[src/rtl/player_frame_sched_if.sv]
// Signal bundle between the VGA timing generator / button inputs and the
// per-frame game-state sequencer, plus the committed state it publishes.
interface player_frame_sched_if;
   logic       p_tick;
   logic [9:0] x;
   logic [9:0] y;
   logic       up;
   logic       down;
   logic       left;
   logic       right;
   logic       shot;
   logic [9:0] player_x;
   logic [9:0] player_y;
   logic [9:0] bullet_x;
   logic [9:0] bullet_y;
   logic       bullet_active;
   logic       frame_tick;
   logic       busy;

   modport master (
      output p_tick, x, y, up, down, left, right, shot,
      input  player_x, player_y, bullet_x, bullet_y, bullet_active, frame_tick, busy
   );

   modport slave (
      input  p_tick, x, y, up, down, left, right, shot,
      output player_x, player_y, bullet_x, bullet_y, bullet_active, frame_tick, busy
   );
endinterface

[src/rtl/player_frame_sched.sv]
// Once per frame, at the start of vertical blank, snapshots the buttons, runs a
// fixed move/shot/bullet sequence on shadow registers and commits it atomically.
module player_frame_sched #(
   parameter int H_ACTIVE    = 640,
   parameter int V_ACTIVE    = 480,
   parameter int PLAYER_SIZE = 16,
   parameter int PLAYER_STEP = 2,
   parameter int PLAYER_X0   = 312,
   parameter int PLAYER_Y0   = 448,
   parameter int BULLET_W    = 4,
   parameter int BULLET_H    = 8,
   parameter int BULLET_STEP = 4
) (
   input logic                 clk_50MHz,
   input logic                 reset,
   player_frame_sched_if.slave bus
);

   localparam logic [10:0] H_LIM    = 11'(H_ACTIVE);
   localparam logic [10:0] V_LIM    = 11'(V_ACTIVE);
   localparam logic [10:0] P_SIZE   = 11'(PLAYER_SIZE);
   localparam logic [10:0] P_STEP   = 11'(PLAYER_STEP);
   localparam logic [9:0]  V_ACT10  = 10'(V_ACTIVE);
   localparam logic [9:0]  X0       = 10'(PLAYER_X0);
   localparam logic [9:0]  Y0       = 10'(PLAYER_Y0);
   localparam logic [9:0]  B_XOFF   = 10'(PLAYER_SIZE / 2 - BULLET_W / 2);
   localparam logic [9:0]  B_H10    = 10'(BULLET_H);
   localparam logic [9:0]  B_STEP10 = 10'(BULLET_STEP);

   typedef enum logic [2:0] {
      S_IDLE   = 3'd0,
      S_MOVE_X = 3'd1,
      S_MOVE_Y = 3'd2,
      S_SHOT   = 3'd3,
      S_BULLET = 3'd4,
      S_COMMIT = 3'd5
   } state_t;

   // One axis step with saturation at 0 and at limit-PLAYER_SIZE; opposing
   // buttons cancel. Sums are widened to 11 bits so they cannot wrap.
   function automatic logic [9:0] step_axis(input logic [9:0]  pos,
                                            input logic        dec,
                                            input logic        inc,
                                            input logic [10:0] limit);
      logic [10:0] p;
      logic [9:0]  r;
      p = {1'b0, pos};
      if (dec && !inc) begin
         r = (p >= P_STEP) ? 10'(p - P_STEP) : 10'd0;
      end else if (inc && !dec) begin
         r = (p + P_SIZE + P_STEP <= limit) ? 10'(p + P_STEP) : 10'(limit - P_SIZE);
      end else begin
         r = pos;
      end
      return r;
   endfunction

   state_t     state_q, state_d;
   logic       frame_tick_q, frame_tick_d;
   logic       busy_q, busy_d;
   logic       up_snap_q, up_snap_d;
   logic       down_snap_q, down_snap_d;
   logic       left_snap_q, left_snap_d;
   logic       right_snap_q, right_snap_d;
   logic       shot_snap_q, shot_snap_d;
   logic       shot_prev_q, shot_prev_d;
   logic [9:0] sh_px_q, sh_px_d;
   logic [9:0] sh_py_q, sh_py_d;
   logic [9:0] sh_bx_q, sh_bx_d;
   logic [9:0] sh_by_q, sh_by_d;
   logic       sh_act_q, sh_act_d;
   logic       spawned_q, spawned_d;
   logic [9:0] player_x_q, player_x_d;
   logic [9:0] player_y_q, player_y_d;
   logic [9:0] bullet_x_q, bullet_x_d;
   logic [9:0] bullet_y_q, bullet_y_d;
   logic       bullet_active_q, bullet_active_d;
   logic       spawn_ok_s;

   // Rising edge of the fire snapshot, only with no live bullet and room above.
   assign spawn_ok_s = shot_snap_q & ~shot_prev_q & ~sh_act_q & (sh_py_q >= B_H10);

   // Next-state and datapath for the frame update sequence.
   always_comb begin
      state_d         = state_q;
      up_snap_d       = up_snap_q;
      down_snap_d     = down_snap_q;
      left_snap_d     = left_snap_q;
      right_snap_d    = right_snap_q;
      shot_snap_d     = shot_snap_q;
      shot_prev_d     = shot_prev_q;
      sh_px_d         = sh_px_q;
      sh_py_d         = sh_py_q;
      sh_bx_d         = sh_bx_q;
      sh_by_d         = sh_by_q;
      sh_act_d        = sh_act_q;
      spawned_d       = spawned_q;
      player_x_d      = player_x_q;
      player_y_d      = player_y_q;
      bullet_x_d      = bullet_x_q;
      bullet_y_d      = bullet_y_q;
      bullet_active_d = bullet_active_q;
      frame_tick_d    = bus.p_tick & (bus.x == 10'd0) & (bus.y == V_ACT10);

      case (state_q)
         S_IDLE: begin
            if (frame_tick_q) begin
               state_d      = S_MOVE_X;
               up_snap_d    = bus.up;
               down_snap_d  = bus.down;
               left_snap_d  = bus.left;
               right_snap_d = bus.right;
               shot_snap_d  = bus.shot;
               shot_prev_d  = shot_snap_q;
            end else begin
               state_d = S_IDLE;
            end
         end
         S_MOVE_X: begin
            sh_px_d = step_axis(sh_px_q, left_snap_q, right_snap_q, H_LIM);
            state_d = S_MOVE_Y;
         end
         S_MOVE_Y: begin
            sh_py_d = step_axis(sh_py_q, up_snap_q, down_snap_q, V_LIM);
            state_d = S_SHOT;
         end
         S_SHOT: begin
            // sh_px/sh_py already hold this frame's moved position here.
            if (spawn_ok_s) begin
               sh_bx_d   = sh_px_q + B_XOFF;
               sh_by_d   = sh_py_q - B_H10;
               sh_act_d  = 1'b1;
               spawned_d = 1'b1;
            end else begin
               spawned_d = spawned_q;
            end
            state_d = S_BULLET;
         end
         S_BULLET: begin
            if (sh_act_q && !spawned_q) begin
               if (sh_by_q >= B_STEP10) begin
                  sh_by_d = sh_by_q - B_STEP10;
               end else begin
                  sh_act_d = 1'b0;
               end
            end else begin
               sh_act_d = sh_act_q;
            end
            state_d = S_COMMIT;
         end
         S_COMMIT: begin
            player_x_d      = sh_px_q;
            player_y_d      = sh_py_q;
            bullet_x_d      = sh_bx_q;
            bullet_y_d      = sh_by_q;
            bullet_active_d = sh_act_q;
            spawned_d       = 1'b0;
            state_d         = S_IDLE;
         end
         default: begin
            state_d = S_IDLE;
         end
      endcase

      busy_d = (state_d != S_IDLE);
   end

   // State, snapshot, shadow and output registers with synchronous reset.
   always_ff @(posedge clk_50MHz) begin
      if (!reset) begin
         state_q         <= S_IDLE;
         frame_tick_q    <= 1'b0;
         busy_q          <= 1'b0;
         up_snap_q       <= 1'b0;
         down_snap_q     <= 1'b0;
         left_snap_q     <= 1'b0;
         right_snap_q    <= 1'b0;
         shot_snap_q     <= 1'b0;
         shot_prev_q     <= 1'b0;
         sh_px_q         <= X0;
         sh_py_q         <= Y0;
         sh_bx_q         <= 10'd0;
         sh_by_q         <= 10'd0;
         sh_act_q        <= 1'b0;
         spawned_q       <= 1'b0;
         player_x_q      <= X0;
         player_y_q      <= Y0;
         bullet_x_q      <= 10'd0;
         bullet_y_q      <= 10'd0;
         bullet_active_q <= 1'b0;
      end else begin
         state_q         <= state_d;
         frame_tick_q    <= frame_tick_d;
         busy_q          <= busy_d;
         up_snap_q       <= up_snap_d;
         down_snap_q     <= down_snap_d;
         left_snap_q     <= left_snap_d;
         right_snap_q    <= right_snap_d;
         shot_snap_q     <= shot_snap_d;
         shot_prev_q     <= shot_prev_d;
         sh_px_q         <= sh_px_d;
         sh_py_q         <= sh_py_d;
         sh_bx_q         <= sh_bx_d;
         sh_by_q         <= sh_by_d;
         sh_act_q        <= sh_act_d;
         spawned_q       <= spawned_d;
         player_x_q      <= player_x_d;
         player_y_q      <= player_y_d;
         bullet_x_q      <= bullet_x_d;
         bullet_y_q      <= bullet_y_d;
         bullet_active_q <= bullet_active_d;
      end
   end

   assign bus.player_x      = player_x_q;
   assign bus.player_y      = player_y_q;
   assign bus.bullet_x      = bullet_x_q;
   assign bus.bullet_y      = bullet_y_q;
   assign bus.bullet_active = bullet_active_q;
   assign bus.frame_tick    = frame_tick_q;
   assign bus.busy          = busy_q;

endmodule

[src/flat_wrapper.sv]
// flat-port wrapper written by rule: the top's interface ports become plain ports
module player_frame_sched_flat 
#(
   parameter int H_ACTIVE    = 640,
   parameter int V_ACTIVE    = 480,
   parameter int PLAYER_SIZE = 16,
   parameter int PLAYER_STEP = 2,
   parameter int PLAYER_X0   = 312,
   parameter int PLAYER_Y0   = 448,
   parameter int BULLET_W    = 4,
   parameter int BULLET_H    = 8,
   parameter int BULLET_STEP = 4
)
  (clk_50MHz, reset, bus_p_tick, bus_x, bus_y, bus_up, bus_down, bus_left, bus_right, bus_shot, bus_player_x, bus_player_y, bus_bullet_x, bus_bullet_y, bus_bullet_active, bus_frame_tick, bus_busy);
  player_frame_sched_if bus_i ();
  input logic clk_50MHz;
  input logic reset;
  input wire logic [$bits(bus_i.p_tick)-1:0] bus_p_tick;
  input wire logic [$bits(bus_i.x)-1:0] bus_x;
  input wire logic [$bits(bus_i.y)-1:0] bus_y;
  input wire logic [$bits(bus_i.up)-1:0] bus_up;
  input wire logic [$bits(bus_i.down)-1:0] bus_down;
  input wire logic [$bits(bus_i.left)-1:0] bus_left;
  input wire logic [$bits(bus_i.right)-1:0] bus_right;
  input wire logic [$bits(bus_i.shot)-1:0] bus_shot;
  output wire logic [$bits(bus_i.player_x)-1:0] bus_player_x;
  output wire logic [$bits(bus_i.player_y)-1:0] bus_player_y;
  output wire logic [$bits(bus_i.bullet_x)-1:0] bus_bullet_x;
  output wire logic [$bits(bus_i.bullet_y)-1:0] bus_bullet_y;
  output wire logic [$bits(bus_i.bullet_active)-1:0] bus_bullet_active;
  output wire logic [$bits(bus_i.frame_tick)-1:0] bus_frame_tick;
  output wire logic [$bits(bus_i.busy)-1:0] bus_busy;
  assign bus_i.p_tick = bus_p_tick;
  assign bus_i.x = bus_x;
  assign bus_i.y = bus_y;
  assign bus_i.up = bus_up;
  assign bus_i.down = bus_down;
  assign bus_i.left = bus_left;
  assign bus_i.right = bus_right;
  assign bus_i.shot = bus_shot;
  assign bus_player_x = bus_i.player_x;
  assign bus_player_y = bus_i.player_y;
  assign bus_bullet_x = bus_i.bullet_x;
  assign bus_bullet_y = bus_i.bullet_y;
  assign bus_bullet_active = bus_i.bullet_active;
  assign bus_frame_tick = bus_i.frame_tick;
  assign bus_busy = bus_i.busy;
  player_frame_sched #(.H_ACTIVE(H_ACTIVE), .V_ACTIVE(V_ACTIVE), .PLAYER_SIZE(PLAYER_SIZE), .PLAYER_STEP(PLAYER_STEP), .PLAYER_X0(PLAYER_X0), .PLAYER_Y0(PLAYER_Y0), .BULLET_W(BULLET_W), .BULLET_H(BULLET_H), .BULLET_STEP(BULLET_STEP)) u_core (.clk_50MHz(clk_50MHz), .reset(reset), .bus(bus_i));
endmodule
[config.mk]
export PLATFORM = sky130hd
export DESIGN_NAME = player_frame_sched_flat
export DESIGN_NICKNAME = d
export VERILOG_FILES = /design/src/rtl/player_frame_sched_if.sv /design/src/rtl/player_frame_sched.sv /design/src/flat_wrapper.sv
export SDC_FILE = /design/constraint.sdc
export NUM_CORES = 1
export LEC_CHECK = 0
export CORE_MARGIN = 10
export CORE_UTILIZATION = 59
export CTS_CLUSTER_DIAMETER = 120
export DETAILED_ROUTE_END_ITERATION = 6
export GPL_TIMING_DRIVEN = 0
export PLACE_DENSITY = 0.82
export SLEW_MARGIN = 20
export SYNTH_ARGS = -nofsm -noshare
export SYNTH_HDL_FRONTEND = slang
export SYNTH_SLANG_ARGS = --single-unit
[constraint.sdc]
create_clock -name clk_50MHz -period 5.1 [get_ports clk_50MHz]
set_input_delay 0.765 -clock clk_50MHz [delete_from_list [all_inputs] [get_ports clk_50MHz]]
set_output_delay 0.765 -clock clk_50MHz [all_outputs]
set_load 0.01 [all_outputs]
==> parameters.txt <==
Parameter                              Value

Floorplanning
  Width of the die    110 um
  Initial standard-cell utilization of the core    0.614
  Overall die area    12200 um2
  I/O Pins    71
  CORE AREA    7850 um2
  Number of rows created at floorplan    32
  Vertical die dimension    110 um

Detailed routing
  Top layer used by detailed routing    met4
  Routed length on met1    6220 um
  Vias per std cell    6.16
  Total wire length after detailed routing    15100 um
  Detailed-router iteration count before antenna repair    6
  Met2 wire len    6940 um
  Iter 0 DRT Violations    538
  DRC viols    0
  Per-cell routed wire length    18.3 um
  Via count    5081
  Metal3 WL    1600 um
  Remaining antenna violation count    0

Worst hold path
  Worst hold path type    flop to flop

STA
  Total count of hold-check failures in the final report    0
  Period utilisation layout    0.542
  Highest clock rate    362 MHz
  Clock Skews    0.0128 ns
  Sum Neg Setup Slack    0 ns
  Final Critical Period    2.76 ns
  Max Slew Vio Count    0
  Final Setup Violations    0
  Setup repair after global routing missed its margin    false
  Relative slew margins    0.308
  Worst Max-Slew Pin Slew    1.03 ns
  Final-layout worst hold slack    0.459 ns

Worst setup path
  Max stage delay on crit path    0.50 ns
  Data required time of the worst path    5.39 ns
  Data arrival, critical path    3.05 ns
  Slowest cell on the critical path    sky130_fd_sc_hd__a211oi_1
  Worst Setup Path Type    flop to flop
  Chain of cells forming the critical path    clkbuf_1, inv_1, ha_1, nand2b_1, o221a_2, a211oi_1, a21oi_1, a211oi_1
  Maximum fanout count along the critical path    10
  Startpoint type of the worst setup path    flop
  Cell repeated most along the worst path    sky130_fd_sc_hd__a211oi_1
  Sort of element at the end of the critical path    flop

Yosys
  Largest family of logic cells by synthesized area    simple AND/OR/NAND/NOR gates
  Count of synthesis-stage warnings from yosys    0
  Flop and latch count out of synthesis    88
  Number of instances in the synthesized netlist    639
  Dominant cell type by area after synthesis    sky130_fd_sc_hd__dfxtp_1
  Xor-xnor portion of the synthesized cell area    0.0382
  Adder-cell share of the synthesized area    0.0312
  Synth top area share    0.366
  Number of enable-type register cells in the synthesized netlist    0
  Main area contributors after synthesis    sky130_fd_sc_hd__dfxtp_1 (37%), sky130_fd_sc_hd__nand2_1 (8.6%), sky130_fd_sc_hd__a21oi_1 (6.4%), sky130_fd_sc_hd__nor2_1 (4.6%), sky130_fd_sc_hd__clkbuf_1 (3.2%)
  Leading post-synthesis cells by instance count    sky130_fd_sc_hd__nand2_1 (110), sky130_fd_sc_hd__dfxtp_1 (88), sky130_fd_sc_hd__a21oi_1 (62)
  Post-synthesis instance area    4820 um2
  Share of the synthesized area in compound gates (AO/OA/AOI/OAI)    0.221
  Post-synthesis cell type count    64
  Async S/R FF share, synth    0
  Sequential area share after synthesis    0.366
  Most used flip-flop cell after synthesis    sky130_fd_sc_hd__dfxtp_1
  Simple-gate portion of the synthesized area    0.264
  Post-Syn Area per Cell    7.54 um2
  Most instantiated library cell after synthesis    sky130_fd_sc_hd__nand2_1
  Post-synthesis mux area share    0.0145

Run status
  Status    completed

Power
  Peak ir drop on the vdd network    0.185 mV
  Leakage power of the design    1.94 nW
  Power density over the cells    221 nW/um2

Global route
  Via count of the first global-routing pass    4722
  Maximum number of pins on one net before global-route repair    17
  All-layer global routing usage    0.240
  Global-route wire length before repair    23400 um
  Total grt overflow    0
  Antenna violations before repair    0

Clocking
  Number of sinks on the clock net    88
  Clock edge transition at the registers on the reported setup and hold paths    0.10 ns
  # resized after CTS    0
  H-tree lvl count    3
  Hold bufs inserted after CTS    0
  Cell chosen for the clock root    sky130_fd_sc_hd__clkbuf_8
  Source-to-sink clock delay at the later pin of the worst-skew pair    0.38 ns
  TritonCTS clock tree    done
  Num CTS Buffers    9
  Buffer count from post-CTS setup fixing    0
  Clock buffer depth    2

Placed design
  HPWL after detailed placement    11100 um
  Quantity of I/O buffers inserted on ports    66
  Global placement routability congestion    0.966
  Placed cells    809
  Placed instance area    5630 um2

Finish
  Area added between synthesis and finish    21.1%
  Final core occ    0.744
  Final #Nets    758
  Antenna fix cells    0
  Non-Filler Cell Area, Final    5840 um2
  Filler instances    625
  Share of final-layout standard cells stronger than drive strength 1    0.0581
  Non-filler instance count after layout    825

Job
  Max-capacitance violation count    0
metrics by stage:
step	setup WS [ns]	total power [W]
2_1_floorplan	2.89	0.000746
3_3_place_gp	2.45	0.000780
3_5_place_dp	2.46	0.000782
4_1_cts	2.43	0.00129
5_1_grt	2.18	0.00131
6_report	2.34	0.00129
final timing paths:
kind	from	slack (ns)	endpoint	cells after the start
min reg2reg	u_core.bus.bullet_x[7]$_SDFFE_PN0P_	0.46	u_core.bus.bullet_x[7]$_SDFFE_PN0P_	2
min	u_core.bus.bullet_x[7]$_SDFFE_PN0P_	0.46	u_core.bus.bullet_x[7]$_SDFFE_PN0P_	2
max reg2reg	u_core.sh_py_q[2]$_SDFFE_PN0P_	2.34	u_core.sh_py_q[2]$_SDFFE_PN0P_	8
max	u_core.sh_py_q[2]$_SDFFE_PN0P_	2.34	u_core.sh_py_q[2]$_SDFFE_PN0P_	8
per-layer routing:
metal  vias to the layer above  track usage
met5                         -            0
met4                         0       0.0890
met3                        25       0.0505
met2                       273        0.379
met1                      2375        0.317
li1                       2408            -
power by group:
part           leakage (nW)  switching [W]   total, W  internal [W]
Clock                 0.107       0.000274   0.000520      0.000246
Sequential            0.709    0.000000792   0.000689      0.000688
Combinational          1.12      0.0000443  0.0000790     0.0000347
Total                  1.94       0.000319    0.00129      0.000969
sequential cells by signal, indices dropped and copies added, names as in the netlist, 3 cells and up:
name / count
u_core.sh_by_q: 10
u_core.bus.player_x: 9
u_core.bus.bullet_x: 9
u_core.sh_py_q: 9
u_core.bus.bullet_y: 10
u_core.state_q: 3
u_core.sh_bx_q: 9
u_core.bus.player_y: 9
u_core.sh_px_q: 9
worst max-delay path, delay by kind of cell (launching register included):
kind | cells | cell delay, ns
AOI/OAI and AO/OA | 4 | 1.21
adders and majority gates | 1 | 0.34
buffers and inverters | 2 | 0.61
DFF | 1 | 0.37
and+or+nand+nor | 1 | 0.15
cell type report:
type,instances,area [um2],share of cell area
multi-input cells,479,2760,0.474
inverters,17,63.8,0.0109
clock buffers,10,138,0.0236
repair buffers,66,661,0.113
flip-flops and latches,88,1760,0.302
plain buffers,57,248,0.0424
well taps,102,128,0.0219
clock inverters,6,73.8,0.0126
cells in the final DEF (no fill, tap or decap), types with 4 or more instances in the layout:
master and count:
sky130_fd_sc_hd__buf_1 5, sky130_fd_sc_hd__o21ai_0 18, sky130_fd_sc_hd__clkbuf_8 10, sky130_fd_sc_hd__dfxtp_1 88, sky130_fd_sc_hd__o22ai_1 4, sky130_fd_sc_hd__o211ai_1 6
sky130_fd_sc_hd__ha_1 12, sky130_fd_sc_hd__nand2_1 110, sky130_fd_sc_hd__or3_1 8, sky130_fd_sc_hd__a31oi_1 11, sky130_fd_sc_hd__nand3_1 18, sky130_fd_sc_hd__a21oi_1 62
sky130_fd_sc_hd__mux2i_1 7, sky130_fd_sc_hd__nor3_1 18, sky130_fd_sc_hd__o2111ai_1 7, sky130_fd_sc_hd__inv_1 16, sky130_fd_sc_hd__and2_1 5, sky130_fd_sc_hd__clkbuf_1 41
sky130_fd_sc_hd__and3_1 5, sky130_fd_sc_hd__a211oi_1 12, sky130_fd_sc_hd__nand4_1 7, sky130_fd_sc_hd__nor4_1 11, sky130_fd_sc_hd__clkdlybuf4s50_1 66, sky130_fd_sc_hd__o21ai_1 10
sky130_fd_sc_hd__xnor2_1 11, sky130_fd_sc_hd__xor2_1 10, sky130_fd_sc_hd__nand2b_1 5, sky130_fd_sc_hd__buf_2 6, sky130_fd_sc_hd__nor2_1 59, sky130_fd_sc_hd__nor3b_1 6
kinds of logic after synthesis:
logic type,count (synthesis)
adder cells (fa/ha/maj),12
AO/OA/AOI/OAI,164
other,1
buffers and inverters,74
flip-flops,88
XOR/XNOR,21
AND/OR/NAND/NOR,272
multiplexers,7
Note: power is estimated with default switching activity, not from simulation.
